`src/rtl/mole_pkg.sv`:
```
// Shared constants, level encodings and FSM state type for the mole spawner.
package mole_pkg;

  localparam int unsigned NUM_LEDS_DEF = 18;

  typedef logic [2:0] level_t;

  localparam level_t LVL_EASY   = 3'b000;
  localparam level_t LVL_MED    = 3'b001;
  localparam level_t LVL_HARD   = 3'b010;
  localparam level_t LVL_EXPERT = 3'b100;

  localparam logic [15:0] WIN_EASY_MS   = 16'd2000;
  localparam logic [15:0] WIN_MED_MS    = 16'd1500;
  localparam logic [15:0] WIN_HARD_MS   = 16'd1000;
  localparam logic [15:0] WIN_EXPERT_MS = 16'd700;

  typedef enum logic [2:0] {
    IDLE,
    PICK,
    ARMED,
    WINDOW,
    EXPIRED
  } spawn_state_t;

  // Unknown level codes fall back to the most forgiving window.
  function automatic logic [15:0] window_ms(input level_t lvl);
    case (lvl)
      LVL_MED:    return WIN_MED_MS;
      LVL_HARD:   return WIN_HARD_MS;
      LVL_EXPERT: return WIN_EXPERT_MS;
      default:    return WIN_EASY_MS;
    endcase
  endfunction

endpackage

```
`src/rtl/mole_spawner_if.sv`:
```
// Handshake between the whac-a-mole game FSM (master) and the mole spawner (slave).
interface mole_spawner_if #(
  parameter int unsigned NUM_LEDS = mole_pkg::NUM_LEDS_DEF
) ();

  logic                ready_for_mole;
  logic                timeout_start;
  logic [2:0]          level_select;
  logic [NUM_LEDS-1:0] led_number;
  logic                rng_ready;
  logic                timeout;
  logic [15:0]         time_left_ms;

  modport master (
    output ready_for_mole, timeout_start, level_select,
    input  led_number, rng_ready, timeout, time_left_ms
  );

  modport slave (
    input  ready_for_mole, timeout_start, level_select,
    output led_number, rng_ready, timeout, time_left_ms
  );

endinterface

```
`src/rtl/lfsr16.sv`:
```
// Free-running 16-bit Galois LFSR, polynomial x^16+x^14+x^13+x^11+1.
module lfsr16 #(
  parameter logic [15:0] Seed = 16'hACE1
) (
  input  logic        clk,
  input  logic        rst_n,
  output logic [15:0] q
);

  logic [15:0] q_d;

  assign q_d = {1'b0, q[15:1]} ^ (q[0] ? 16'hB400 : 16'h0000);

  always_ff @(posedge clk or negedge rst_n) begin
    if (!rst_n) begin
      q <= Seed;
    end else begin
      q <= q_d;
    end
  end

endmodule

```
`src/rtl/mole_spawner.sv`:
```
// Mole position picker and reaction-window timer for the whac-a-mole FSM.
// Define MOLE_NO_REPEAT_EN to forbid two consecutive moles on the same LED.
module mole_spawner
  import mole_pkg::*;
#(
  parameter int unsigned NUM_LEDS  = NUM_LEDS_DEF,
  parameter int unsigned TICK_DIV  = 50_000,
  parameter logic [15:0] LFSR_SEED = 16'hACE1
) (
  input logic           clk,
  input logic           rst_n,
  mole_spawner_if.slave spawn_if
);

  localparam int unsigned   PW       = (TICK_DIV > 1) ? $clog2(TICK_DIV) : 1;
  localparam logic [PW-1:0] PrescMax = PW'(TICK_DIV - 1);

  spawn_state_t        state_q, state_d;
  logic [15:0]         lfsr_q;
  logic [1:0]          armed_cnt_q, armed_cnt_d;
  logic [PW-1:0]       presc_q, presc_d;
  logic [15:0]         time_left_q, time_left_d;
  logic [NUM_LEDS-1:0] led_q, led_d;
  logic                rng_ready_q, rng_ready_d;
  logic                timeout_q, timeout_d;
  logic                tick, last_tick;
  logic [4:0]          raw_idx, red_idx, pick_idx;
  logic                unused_lfsr_hi;

  lfsr16 #(
    .Seed(LFSR_SEED)
  ) u_lfsr (
    .clk  (clk),
    .rst_n(rst_n),
    .q    (lfsr_q)
  );

  assign unused_lfsr_hi = ^lfsr_q[15:5];
  assign raw_idx = lfsr_q[4:0];
  assign red_idx = (raw_idx >= 5'(NUM_LEDS)) ? raw_idx - 5'(NUM_LEDS) : raw_idx;

`ifdef MOLE_NO_REPEAT_EN
  logic [4:0] last_idx_q, last_idx_d;

  assign pick_idx = (red_idx != last_idx_q)        ? red_idx :
                    (red_idx == 5'(NUM_LEDS - 1)) ? 5'd0    : red_idx + 5'd1;
`else
  assign pick_idx = red_idx;
`endif

  assign tick      = (presc_q == '0);
  assign last_tick = tick && (time_left_q == 16'd1);

  always_ff @(posedge clk or negedge rst_n) begin
    if (!rst_n) begin
      state_q     <= IDLE;
      armed_cnt_q <= '0;
      presc_q     <= '0;
      time_left_q <= '0;
      led_q       <= '0;
      rng_ready_q <= 1'b0;
      timeout_q   <= 1'b1;
    end else begin
      state_q     <= state_d;
      armed_cnt_q <= armed_cnt_d;
      presc_q     <= presc_d;
      time_left_q <= time_left_d;
      led_q       <= led_d;
      rng_ready_q <= rng_ready_d;
      timeout_q   <= timeout_d;
    end
  end

`ifdef MOLE_NO_REPEAT_EN
  always_ff @(posedge clk or negedge rst_n) begin
    if (!rst_n) begin
      last_idx_q <= 5'(NUM_LEDS);
    end else begin
      last_idx_q <= last_idx_d;
    end
  end
`endif

  // A falling timeout_start always wins over a simultaneous expiry.
  always_comb begin
    state_d = state_q;
    unique case (state_q)
      IDLE:    if (spawn_if.ready_for_mole) state_d = PICK;
      PICK:    state_d = spawn_if.ready_for_mole ? ARMED : IDLE;
      ARMED: begin
        if (spawn_if.timeout_start) state_d = WINDOW;
        else if (armed_cnt_q == 2'd3) state_d = IDLE;
      end
      WINDOW: begin
        if (!spawn_if.timeout_start) state_d = IDLE;
        else if (last_tick) state_d = EXPIRED;
      end
      EXPIRED: if (!spawn_if.timeout_start) state_d = IDLE;
      default: state_d = IDLE;
    endcase
  end

  always_comb begin
    armed_cnt_d = '0;
    presc_d     = '0;
    time_left_d = '0;
    led_d       = led_q;
    rng_ready_d = 1'b0;
`ifdef MOLE_NO_REPEAT_EN
    last_idx_d  = last_idx_q;
`endif
    unique case (state_q)
      PICK: begin
        if (spawn_if.ready_for_mole) begin
          led_d       = {{(NUM_LEDS - 1){1'b0}}, 1'b1} << pick_idx;
          rng_ready_d = 1'b1;
`ifdef MOLE_NO_REPEAT_EN
          last_idx_d  = pick_idx;
`endif
        end
      end
      ARMED: begin
        if (spawn_if.timeout_start) begin
          presc_d     = PrescMax;
          time_left_d = window_ms(spawn_if.level_select);
        end else begin
          armed_cnt_d = armed_cnt_q + 2'd1;
        end
      end
      WINDOW: begin
        if (spawn_if.timeout_start && !last_tick) begin
          presc_d     = tick ? PrescMax : presc_q - 1'b1;
          time_left_d = tick ? time_left_q - 16'd1 : time_left_q;
        end
      end
      default: ;
    endcase
    timeout_d = (state_d != EXPIRED);
  end

  assign spawn_if.led_number   = led_q;
  assign spawn_if.rng_ready    = rng_ready_q;
  assign spawn_if.timeout      = timeout_q;
  assign spawn_if.time_left_ms = time_left_q;

endmodule

```
`src/flat_wrapper.sv`:
```
// flat-port wrapper written by rule: the top's interface ports become plain ports
module mole_spawner_flat import mole_pkg::*;
#(
  parameter int unsigned NUM_LEDS  = NUM_LEDS_DEF,
  parameter int unsigned TICK_DIV  = 50_000,
  parameter logic [15:0] LFSR_SEED = 16'hACE1
)
  (clk, rst_n, spawn_if_ready_for_mole, spawn_if_timeout_start, spawn_if_level_select, spawn_if_led_number, spawn_if_rng_ready, spawn_if_timeout, spawn_if_time_left_ms);
  mole_spawner_if #(.NUM_LEDS(NUM_LEDS)) spawn_if_i ();
  input logic clk;
  input logic rst_n;
  input wire logic [$bits(spawn_if_i.ready_for_mole)-1:0] spawn_if_ready_for_mole;
  input wire logic [$bits(spawn_if_i.timeout_start)-1:0] spawn_if_timeout_start;
  input wire logic [$bits(spawn_if_i.level_select)-1:0] spawn_if_level_select;
  output wire logic [$bits(spawn_if_i.led_number)-1:0] spawn_if_led_number;
  output wire logic [$bits(spawn_if_i.rng_ready)-1:0] spawn_if_rng_ready;
  output wire logic [$bits(spawn_if_i.timeout)-1:0] spawn_if_timeout;
  output wire logic [$bits(spawn_if_i.time_left_ms)-1:0] spawn_if_time_left_ms;
  assign spawn_if_i.ready_for_mole = spawn_if_ready_for_mole;
  assign spawn_if_i.timeout_start = spawn_if_timeout_start;
  assign spawn_if_i.level_select = spawn_if_level_select;
  assign spawn_if_led_number = spawn_if_i.led_number;
  assign spawn_if_rng_ready = spawn_if_i.rng_ready;
  assign spawn_if_timeout = spawn_if_i.timeout;
  assign spawn_if_time_left_ms = spawn_if_i.time_left_ms;
  mole_spawner #(.NUM_LEDS(NUM_LEDS), .TICK_DIV(TICK_DIV), .LFSR_SEED(LFSR_SEED)) u_core (.clk(clk), .rst_n(rst_n), .spawn_if(spawn_if_i));
endmodule
```
`config.mk`:
```
export PLATFORM = sky130hd
export DESIGN_NAME = mole_spawner_flat
export DESIGN_NICKNAME = d
export VERILOG_FILES = /design/src/rtl/mole_pkg.sv /design/src/rtl/mole_spawner_if.sv /design/src/rtl/lfsr16.sv /design/src/rtl/mole_spawner.sv /design/src/flat_wrapper.sv
export SDC_FILE = /design/constraint.sdc
export NUM_CORES = 1
export LEC_CHECK = 0
export CAP_MARGIN = 20
export CORE_ASPECT_RATIO = 0.5
export CORE_UTILIZATION = 39
export DETAILED_ROUTE_END_ITERATION = 10
export GPL_ROUTABILITY_DRIVEN = 0
export SYNTH_ARGS = -nofsm -noshare
export SYNTH_HDL_FRONTEND = slang
export SYNTH_HIERARCHICAL = 1
export SYNTH_SLANG_ARGS = --single-unit
```
`constraint.sdc`:
```
create_clock -name clk -period 2.85 [get_ports clk]
set_input_delay 0.57 -clock clk [delete_from_list [all_inputs] [get_ports clk]]
set_output_delay 0.57 -clock clk [all_outputs]
set_load 0.005 [all_outputs]
```
After elaboration in Yosys (flattened, before gate mapping)
Index checks and enable logic that the tools add are counted.
{ "totals": {"wordCells": 55, "reg_bits": 73, "input_bits": 7, "output_inout_bits": 36} }
{ "classes": {"add_sub_neg": 4, "eq_ne": 11, "n_reduce_logical": 6, "n_shift": 1, "mux": 23, "order_cmp": 1, "bitwise": 1} }
{ "op_table": {"columns": ["op", "count"], "rows": [
  ["16-bit 2-to-1 mux", 7],
  ["16-bit case mux with 2 select lines", 2],
  ["11-bit case mux with 3 select lines", 1],
  ["16-bit by 1-bit subtractor with 16-bit output (second input constant)", 2],
  ["3-bit 2-to-1 mux", 6],
  ["1-bit by 5-bit left shift with 18-bit output (first input constant)", 1],
  ["16-bit by 1-bit equality test with 1-bit output (second input constant)", 1],
  ["16-bit logical NOT", 1],
  ["15-bit by 16-bit XOR with 16-bit output", 1],
  ["3-bit case mux with 5 select lines", 1],
  ["3-bit by 2-bit equality test with 1-bit output (second input constant)", 3],
  ["3-bit by 1-bit equality test with 1-bit output (second input constant)", 2],
  ["3-bit equality test (second input constant)", 2],
  ["2-bit 2-to-1 mux", 3],
  ["5-bit greater-or-equal comparator (second input constant)", 1],
  ["5-bit 2-to-1 mux", 1],
  ["5-bit subtractor (second input constant)", 1],
  ["3-bit logical NOT", 1],
  ["3-bit by 2-bit inequality test with 1-bit output (second input constant)", 1],
  ["3-bit inequality test (second input constant)", 1],
  ["2-bit by 1-bit adder with 2-bit output (second input constant)", 1],
  ["2-bit equality test (second input constant)", 1],
  ["1-bit logical AND", 2],
  ["1-bit 2-to-1 mux", 2],
  ["other kinds (2)", 2]
]} }

Depth between registers and ports, before layout
Gate-level depths: netlist of run 1.
{ "logic_depth": {"ltp_word": 6, "mapped_depth": 8, "mapped_depth_nobuf": 7} }

By module
Netlist of run 1, hierarchy kept.
{ "modules_own_cells": {"columns": ["module", "area_per_inst_um2", "seq_area_each_um2", "n_inst", "cells_each"], "rows": [
  ["mole_spawner", 3025.4, 1427.6, 1, 321],
  ["lfsr16", 534.3, 410.4, 1, 32]
]} }

Worst setup path before layout of run 1
Ideal clock, no wire load.
{ "synth_path": {"path_type": "reg2reg", "from": "reg u_core.time_left_q[7] (netlist: u_core/spawn_if.time_left_ms[7])", "to": "reg u_core.state_q[1]", "required_time_ps": 2702, "stages_incl_launch_ff": 7, "arrival_time_ps": 2115, "setup_slack_ps": 587, "n_path_buf": 1, "period_less_slack_ps": 2263, "setup_ps": 148, "path_cell_list": "dfrtp_1 -> or4_4 -> or2_0 -> or3_4 -> o21ai_4 -> buf_6 -> o311ai_4"} }
{ "synth_via": {"elab_chain_len": 5} }
{ "synth_lines": {"columns": ["item", "line", "rtl"], "rows": [
  ["from (decl)", "mole_spawner.sv:22", "logic [15:0] time_left_q, time_left_d;"],
  ["from (signal assigned)", "mole_spawner.sv:67", "time_left_q <= time_left_d;"],
  ["16-bit by 1-bit equality test with 1-bit output", "mole_spawner.sv:52", "assign last_tick = tick && (time_left_q == 16'd1);"],
  ["1-bit logical AND", "mole_spawner.sv:52", null],
  ["3-bit 2-to-1 mux", "mole_spawner.sv:96", "else if (last_tick) state_d = EXPIRED;"],
  ["3-bit 2-to-1 mux", "mole_spawner.sv:95", "if (!spawn_if.timeout_start) state_d = IDLE;"],
  ["3-bit case mux with 5 select lines", "mole_spawner.sv:87", "unique case (state_q)"],
  ["named net u_core.state_d[1]", "mole_spawner.sv:18", "spawn_state_t state_q, state_d;"],
  ["to (signal assigned)", "mole_spawner.sv:64", "state_q <= state_d;"],
  ["to (decl)", "mole_spawner.sv:18", null]
]} }
The timed path passes the listed nets, and every way through them passes these cells.
A chain may end at the register's enable or synchronous reset.

Worst setup path in the final report of run 1
{ "layout_path": {"from": "reg u_core.time_left_q[7] (netlist: u_core/spawn_if.time_left_ms[7])", "to": "reg u_core.presc_q[8]"} }
{ "layout_via": {"elab_chain_len": 6} }
{ "layout_lines": {"columns": ["item", "line", "rtl"], "rows": [
  ["16-bit by 1-bit equality test with 1-bit output", "mole_spawner.sv:52", null],
  ["1-bit logical AND", "mole_spawner.sv:52", null],
  ["1-bit logical NOT", "mole_spawner.sv:131", "if (spawn_if.timeout_start && !last_tick) begin"],
  ["1-bit logical AND", "mole_spawner.sv:131", null],
  ["16-bit 2-to-1 mux", "mole_spawner.sv:131", null],
  ["16-bit case mux with 2 select lines", "mole_spawner.sv:112", "unique case (state_q)"],
  ["named net u_core.presc_d[8]", "mole_spawner.sv:21", "logic [PW-1:0] presc_q, presc_d;"],
  ["to (signal assigned)", "mole_spawner.sv:66", "presc_q <= presc_d;"],
  ["to (decl)", "mole_spawner.sv:21", null]
]} }
The timed path passes the listed nets, and every way through them passes these cells.

==> results of run 1 <==
stage by stage:
step	hold WS (ps)	power, mW	instances	cell area (sq um)
2_1_floorplan	274	2.57	345	3500
3_3_place_gp	337	3.08	494	4060
3_5_place_dp	337	3.09	494	4060
4_1_cts	283	4.24	510	4360
5_1_grt	283	4.53	510	4360
6_report	264	4.21	510	4360
registers in the layout, summed over array words and instances (netlist names):
| register | cells |
|---|---|
| u_core/spawn_if.led_number | 18 |
| u_core/presc_q | 16 |
| u_core/spawn_if.time_left_ms | 16 |
| u_core/u_lfsr/q | 16 |
| u_core/state_q | 3 |
| u_core/armed_cnt_q | 2 |
| u_core/spawn_if.rng_ready | 1 |
| u_core/spawn_if.timeout | 1 |
power by group through the flow:
| stage | Combinational, mW | Clock [mW] | Sequential [mW] |
|---|---|---|---|
| after floorplan | 1.24 | 0 | 1.33 |
| after global placement | 1.70 | 0 | 1.38 |
| after detailed placement | 1.71 | 0 | 1.39 |
| after CTS | 1.72 | 1.14 | 1.37 |
| after global routing | 1.94 | 1.19 | 1.40 |
| final | 1.72 | 1.11 | 1.38 |
layout make-up:
| cell class | count | area share |
|---|---|---|
| clock buffer | 11 | 0.0534 |
| clock inverter | 5 | 0.0146 |
| inverter | 14 | 0.0121 |
| multi-input combinational | 243 | 0.350 |
| sequential | 73 | 0.422 |
| tap | 112 | 0.0322 |
| timing repair buffer | 52 | 0.115 |
layer usage:
layer | up-vias | routed length, microns
met5 | - | 0
met4 | 0 | 40
met3 | 2 | 456
met2 | 86 | 3690
met1 | 1378 | 3900
li1 | 1338 | -
final timing paths:
path | slack [ps] | from | end
worst max-delay path | 310 | u_core/spawn_if.time_left_ms[7] | u_core/presc_q[8]
worst min-delay path | 260 | rst_n | u_core/u_lfsr/q[14]
worst max register to register | 310 | u_core/spawn_if.time_left_ms[7] | u_core/presc_q[8]
worst min register to register | 350 | u_core/u_lfsr/q[8] | u_core/u_lfsr/q[7]
max in group asynchronous | 2260 | rst_n | u_core/u_lfsr/q[7]
min in group clk | 350 | u_core/u_lfsr/q[8] | u_core/u_lfsr/q[7]
==> metrics.yaml, run 1 <==
timing:
  tightest_slew_ps: 680
  setup_violations: 0
  hold_viol_final: 0
  maxSlewHeadroom: 0.543
  slew_violations: 0
  fmax_ghz: 0.393
  tns_ps: 0
  finalCritPeriodShare: 0.893
  fin_skew_ps: 6.54
  fin_ws_ps: 306
  finalCriticalPeriod_ps: 2540
  rsz0062_at_grt: "false"
layout:
  final_cell_mix: "dfrtp_1, clkdlybuf4s50_1, nor2_1"
  multi_input_area_sq_um: 1530
  fillers: 765
  final_util: 0.522
  final_nets: 405
  register_area_sq_um: 1840
  layout_commonest_cell: "dfrtp_1"
  final_layout_size_suffix_gt1_frac: 0.108
  areaGrowthSynthToFinish_pct: 24.5
  antennaDiodeCount: 0
clock_network:
  cts_resized: 0
  hold_buffers: 0
  post-cts-setup-buffers: 0
  cts-root-buf: "clkbuf_16"
  cts_tree: "built"
  clkLatencyLatePin_ps: 320
  clockBufferDepth: 2
  cts.sinks: 73
  cts_buffers: 9
  cts_max_level: 3
  clkSlewWorstSetupHoldPaths_ps: 60
setup_path:
  crit_required_ps: 3030
  crit_buf_inv: 0
  critical_path.top_delay_family: "simple AND/OR/NAND/NOR gates"
  worst_setup_path_start_kind: "flip-flop"
  ff2ff_path_depth: 5
  arrival_ps: 2720
  crit_type: "reg -> reg"
  path_cells: "or4_4 > or2_0 > or3_4 > o21ai_4 > o21ai_0"
  slowest_stage: "or4_4"
  critical_path.max_fanout: 19
  crit_path_end_kind: "flip-flop"
  max_stage_delay_ps: 590
  timing.critical_path.depth: 5
pwr:
  power_density_nw_per_um2: 966
  clockPowerShare: 0.263
  p_leak_nw: 1.94
  swShare: 0.377
  p_int_mw: 2.62
  vdd_drop_max_mv: 0.406
  pwr-share-seq: 0.327
  p_sw_mw: 1.59
  combPwrFrac: 0.410
die:
  initial_utilization: 0.419
  die_area_sq_um: 9380
  die_y_microns: 69.0
  rows: 23
  die_width_microns: 136
  coreArea_sq_um: 8350
  pin_count: 43
logic_synthesis:
  ys_warn_count: 6
  syn_inst: 345
  syn_nets: 357
  synth_area_sq_um: 3500
  synth.avg_cell_area_sq_um: 10.1
place:
  dp_hpwl_mm: 5.52
  dp_worst_setup_slack_ps: 306
  portBuffers: 42
detailed_routing:
  drc: 0
  via_count: 2804
  avgRoutedWirePerCell_microns: 15.8
  via_per_inst: 5.50
  drt_iter0_drc: 222
  wl_mm: 8.08
  drt-pass1-iter-count: 4
  antenna_left: 0
global_routing:
  grt_max_degree: 74
  antenna_found_initial: 0
  grt_pass1_vias: 2785
  met3_usage: 0.0497
  use_met2: 0.316
  grt_use_met1: 0.260
  top_usage_layer: "met2"
  grt_util_all_layers: 0.195
  grt_pass1_wl_mm: 13.8
  gr-total-overflow: 0
run:
  cap_violations: 0
hold_path:
  hold_class: "in -> async"
status:
  status: "finished, final reports clean"
Note: power is estimated with default switching activity, not from simulation.
==> run 2: changes to the inputs <==
Settings changed: DONT_BUFFER_PORTS set to 1, MAX_ROUTING_LAYER set to met4.
==> run 2 against run 1 <==
Combinational power down 8%. Largest cell class unchanged. Non-clock buffer count is 47 lower. Final area shrank 9.8%.
==> metrics.yaml, run 2 (same netlist as run 1, synthesis figures left out) <==
detailed_routing:
  drc: 0
  drt_iter0_drc: 249
  antenna_left: 0
  drt-pass1-iter-count: 5
  via_count: 2693
  via_per_inst: 5.83
  wl_mm: 7.93
  avgRoutedWirePerCell_microns: 17.2
clock_network:
  cts_max_level: 3
  cts.sinks: 73
  clockBufferDepth: 2
  cts-root-buf: "clkbuf_16"
  cts_buffers: 9
  cts_resized: 0
  clkSlewWorstSetupHoldPaths_ps: 50
  clkLatencyLatePin_ps: 330
  hold_buffers: 1
  post-cts-setup-buffers: 0
  cts_tree: "built"
place:
  dp_hpwl_mm: 5.32
  dp_worst_setup_slack_ps: 277
  portBuffers: 0
  dp.cells: 446
  dpl-instance-area_sq_um: 3590
timing:
  maxSlewHeadroom: 0.401
  slew_violations: 0
  tns_ps: 0
  fmax_ghz: 0.380
  hold_viol_final: 0
  fin_skew_ps: 5.24
  finalCritPeriodShare: 0.924
  tightest_slew_ps: 891
  fin_ws_ps: 218
  rsz0062_at_grt: "false"
  finalCriticalPeriod_ps: 2630
  setup_violations: 0
die:
  initial_utilization: 0.419
  die_width_microns: 136
  die_area_sq_um: 9380
  rows: 23
  coreArea_sq_um: 8350
  pin_count: 43
  die_y_microns: 69.0
setup_path:
  max_stage_delay_ps: 710
  crit_required_ps: 3040
  arrival_ps: 2820
  critical_path.max_fanout: 5
  worst_setup_path_start_kind: "flip-flop"
  reg2reg_from: "u_core/spawn_if.time_left_ms[1]"
  ff2ff_path_depth: 7
  path_cells: "inv_1 > ha_1 > or4b_2 > nor4_1 > o31ai_1 > a31oi_1 > o41ai_1"
  crit_start: "u_core/spawn_if.time_left_ms[1]"
  crit_path_end_kind: "flip-flop"
  slowest_stage: "nor4_1"
  crit_type: "reg -> reg"
layout:
  layout_commonest_cell: "dfrtp_1"
  final_layout_size_suffix_gt1_frac: 0.103
  final_nets: 358
  postLayoutCellArea_sq_um: 3930
  largest_reg_flops: 18
  final_util: 0.471
  areaGrowthSynthToFinish_pct: 12.3
  fin_cells: 462
  final_cell_mix: "dfrtp_1, nor2_1, o21ai_0"
  antennaDiodeCount: 0
global_routing:
  grt_util_all_layers: 0.195
  gr-total-overflow: 0
  grt_max_degree: 65
  antenna_found_initial: 0
  grt_pass1_vias: 2643
  grt_pass1_wl_mm: 13.2
pwr:
  power_density_nw_per_um2: 1060
  vdd_drop_max_mv: 0.395
  p_leak_nw: 1.78
status:
  status: "finished, final reports clean"
run:
  cap_violations: 0
hold_path:
  hold_class: "in -> async"
run 2: worst max-delay path: cells and delay by family, from the launching register on:
| family | cells | cell delay, ps |
|---|---|---|
| AOI/OAI and AO/OA | 3 | 460 |
| adders and majority gates | 1 | 140 |
| buffers and inverters | 1 | 110 |
| DFF | 1 | 440 |
| and+or+nand+nor | 2 | 1360 |
run 2: area by class of cell:
class / instances / area [sq um]
clock inverters: 3 / 67.6
flip-flops and latches: 73 / 1840
multi-input cells: 243 / 1530
well taps: 112 / 140
inverters: 14 / 52.6
repair buffers: 5 / 57.6
clock buffers: 12 / 246
fillers: 766 / 4420
run 2: where the power goes:
part | internal, mW | switching (mW) | total [mW]
logic | 0.632 | 0.949 | 1.58
registers | 1.18 | 0.218 | 1.40
clock network | 0.786 | 0.405 | 1.19
run 2: per-stage QoR:
step / total power [mW] / hold WS (ps)
after floorplan: 2.57 / 274
after global placement: 2.90 / 277
after detailed placement: 2.92 / 276
after CTS: 4.17 / 71.5
after global routing: 4.45 / 58.3
final: 4.17 / 81.9
run 2: worst paths after layout:
| kind | to | slack [ps] |
|---|---|---|
| worst max-delay path | u_core/spawn_if.time_left_ms[2] | 220 |
| worst min-delay path | u_core/u_lfsr/q[15] | 80 |
| worst max register to register | u_core/spawn_if.time_left_ms[2] | 220 |
| worst min register to register | u_core/u_lfsr/q[8] | 350 |
| max in group asynchronous | u_core/spawn_if.time_left_ms[2] | 2470 |
| min in group clk | u_core/armed_cnt_q[1] | 310 |
run 2: metal layers:
| layer | up-vias | share of wire | GRT usage |
|---|---|---|---|
| met1 | 1347 | 0.47 | 0.248 |
| met4 | 0 | 0.0098 | 0.0722 |
| li1 | 1240 | - | - |
| met3 | 8 | 0.065 | 0.0629 |
| met2 | 98 | 0.45 | 0.294 |
| met5 | - | 0 | - |
==> run 3: changes to the inputs <==
Settings changed: DONT_BUFFER_PORTS 1 to unset.
==> run 3 against run 2 <==
Wire length up 2.7%. Final cell count up 10%. Worst setup slack improved by 88 ps.
==> metrics.yaml, run 3 (same netlist as run 1, synthesis figures left out) <==
timing:
  hold_viol_final: 0
  tns_ps: 0
  maxSlewHeadroom: 0.535
  rsz0062_at_grt: "false"
  finalCriticalPeriod_ps: 2540
  slew_violations: 0
  finalCritPeriodShare: 0.893
  tightest_slew_ps: 691
  fin_ws_ps: 306
  fmax_ghz: 0.393
  fin_skew_ps: 6.76
  setup_violations: 0
place:
  dp_hpwl_mm: 5.52
  portBuffers: 42
  dp.cells: 494
  dp_worst_setup_slack_ps: 306
detailed_routing:
  wl_mm: 8.15
  antenna_left: 0
  drt_iter0_drc: 218
  drc: 0
  avgRoutedWirePerCell_microns: 16.0
  via_per_inst: 5.51
  drt-pass1-iter-count: 5
  via_count: 2810
setup_path:
  reg2reg_from: "u_core/spawn_if.time_left_ms[7]"
  arrival_ps: 2730
  critical_path.max_fanout: 19
  crit_type: "reg -> reg"
  max_stage_delay_ps: 590
  slowest_stage: "or4_4"
  crit_start: "u_core/spawn_if.time_left_ms[7]"
  crit_required_ps: 3030
  worst_setup_path_start_kind: "flip-flop"
  crit_path_end_kind: "flip-flop"
  path_cells: "or4_4 > or2_0 > or3_4 > o21ai_4 > o21ai_0"
pwr:
  clockPowerShare: 0.263
  pwr-share-seq: 0.326
  p_leak_nw: 1.94
  swShare: 0.378
  combPwrFrac: 0.410
  vdd_drop_max_mv: 0.410
  p_int_mw: 2.62
  power_density_nw_per_um2: 968
  p_sw_mw: 1.59
global_routing:
  antenna_found_initial: 0
  grt_max_degree: 74
  grt_util_all_layers: 0.202
  grt_pass1_wl_mm: 13.8
  gr-total-overflow: 0
  grt_pass1_vias: 2775
status:
  status: "finished, final reports clean"
clock_network:
  clkLatencyLatePin_ps: 330
  clockBufferDepth: 2
  clkSlewWorstSetupHoldPaths_ps: 60
  post-cts-setup-buffers: 0
  cts_max_level: 3
  cts.sinks: 73
  cts_buffers: 9
  hold_buffers: 0
  cts-root-buf: "clkbuf_16"
  cts_resized: 0
  cts_tree: "built"
layout:
  multi_input_area_sq_um: 1530
  fin_cells: 510
  areaGrowthSynthToFinish_pct: 24.5
  register_area_sq_um: 1840
  fillers: 765
  final_cell_mix: "dfrtp_1, clkdlybuf4s50_1, nor2_1"
  layout_commonest_cell: "dfrtp_1"
  final_layout_size_suffix_gt1_frac: 0.108
  final_nets: 405
  antennaDiodeCount: 0
  largest_reg_flops: 18
hold_path:
  hold_class: "in -> async"
run:
  cap_violations: 0
die:
  die_y_microns: 69.0
  pin_count: 43
  die_area_sq_um: 9380
  coreArea_sq_um: 8350
  die_width_microns: 136
  rows: 23
  initial_utilization: 0.419
-- run 3: final cells by class --
class | instances | area share
Clock inverter | 5 | 0.0146
Timing Repair Buffer | 52 | 0.115
Multi-Input combinational cell | 243 | 0.350
Clock buffer | 11 | 0.0534
Tap cell | 112 | 0.0322
Sequential cell | 73 | 0.422
Inverter | 14 | 0.0121
-- run 3: worst paths after layout --
kind | to | slack (ps) | depth (start not counted)
max in group asynchronous | u_core/u_lfsr/q[7] | 2250 | 2
max | u_core/presc_q[8] | 310 | 5
max reg2reg | u_core/presc_q[8] | 310 | 5
min | u_core/u_lfsr/q[14] | 260 | 2
min reg2reg | u_core/u_lfsr/q[7] | 350 | 0
min in group clk | u_core/u_lfsr/q[7] | 350 | 0
-- run 3: routing by layer --
layer | vias up | part of all wire | wire [microns] | track usage
li1 | 1335 | - | - | -
met1 | 1370 | 0.48 | 3880 | 0.264
met2 | 101 | 0.45 | 3700 | 0.314
met3 | 4 | 0.063 | 515 | 0.0482
met4 | 0 | 0.0055 | 45 | 0.0597
met5 | - | 0 | 0 | -
-- run 3: through the flow --
step | utilization | cell area, sq um | power, mW | hold slack, ps
detailed placement | 0.487 | 4060 | 3.09 | 337
finish | 0.522 | 4360 | 4.22 | 258
floorplan | - | 3500 | 2.57 | 274
global route | 0.522 | 4360 | 4.53 | 285
CTS | 0.522 | 4360 | 4.24 | 283
global placement | 0.487 | 4060 | 3.08 | 337
-- run 3: power by group through the flow --
stage               combinational [mW]  sequential [mW]  clock, mW
CTS                               1.72             1.37       1.14
finish                            1.73             1.38       1.11
detailed placement                1.71             1.39          0
global route                      1.94             1.40       1.19
floorplan                         1.24             1.33          0
global placement                  1.70             1.38          0
-- run 3: worst max-delay path: cells and delay by family (launching register included) --
family / cells / cell delay, ps
AND/OR/NAND/NOR: 3 / 1290
AO/OA/AOI/OAI: 2 / 660
flip-flops: 1 / 460
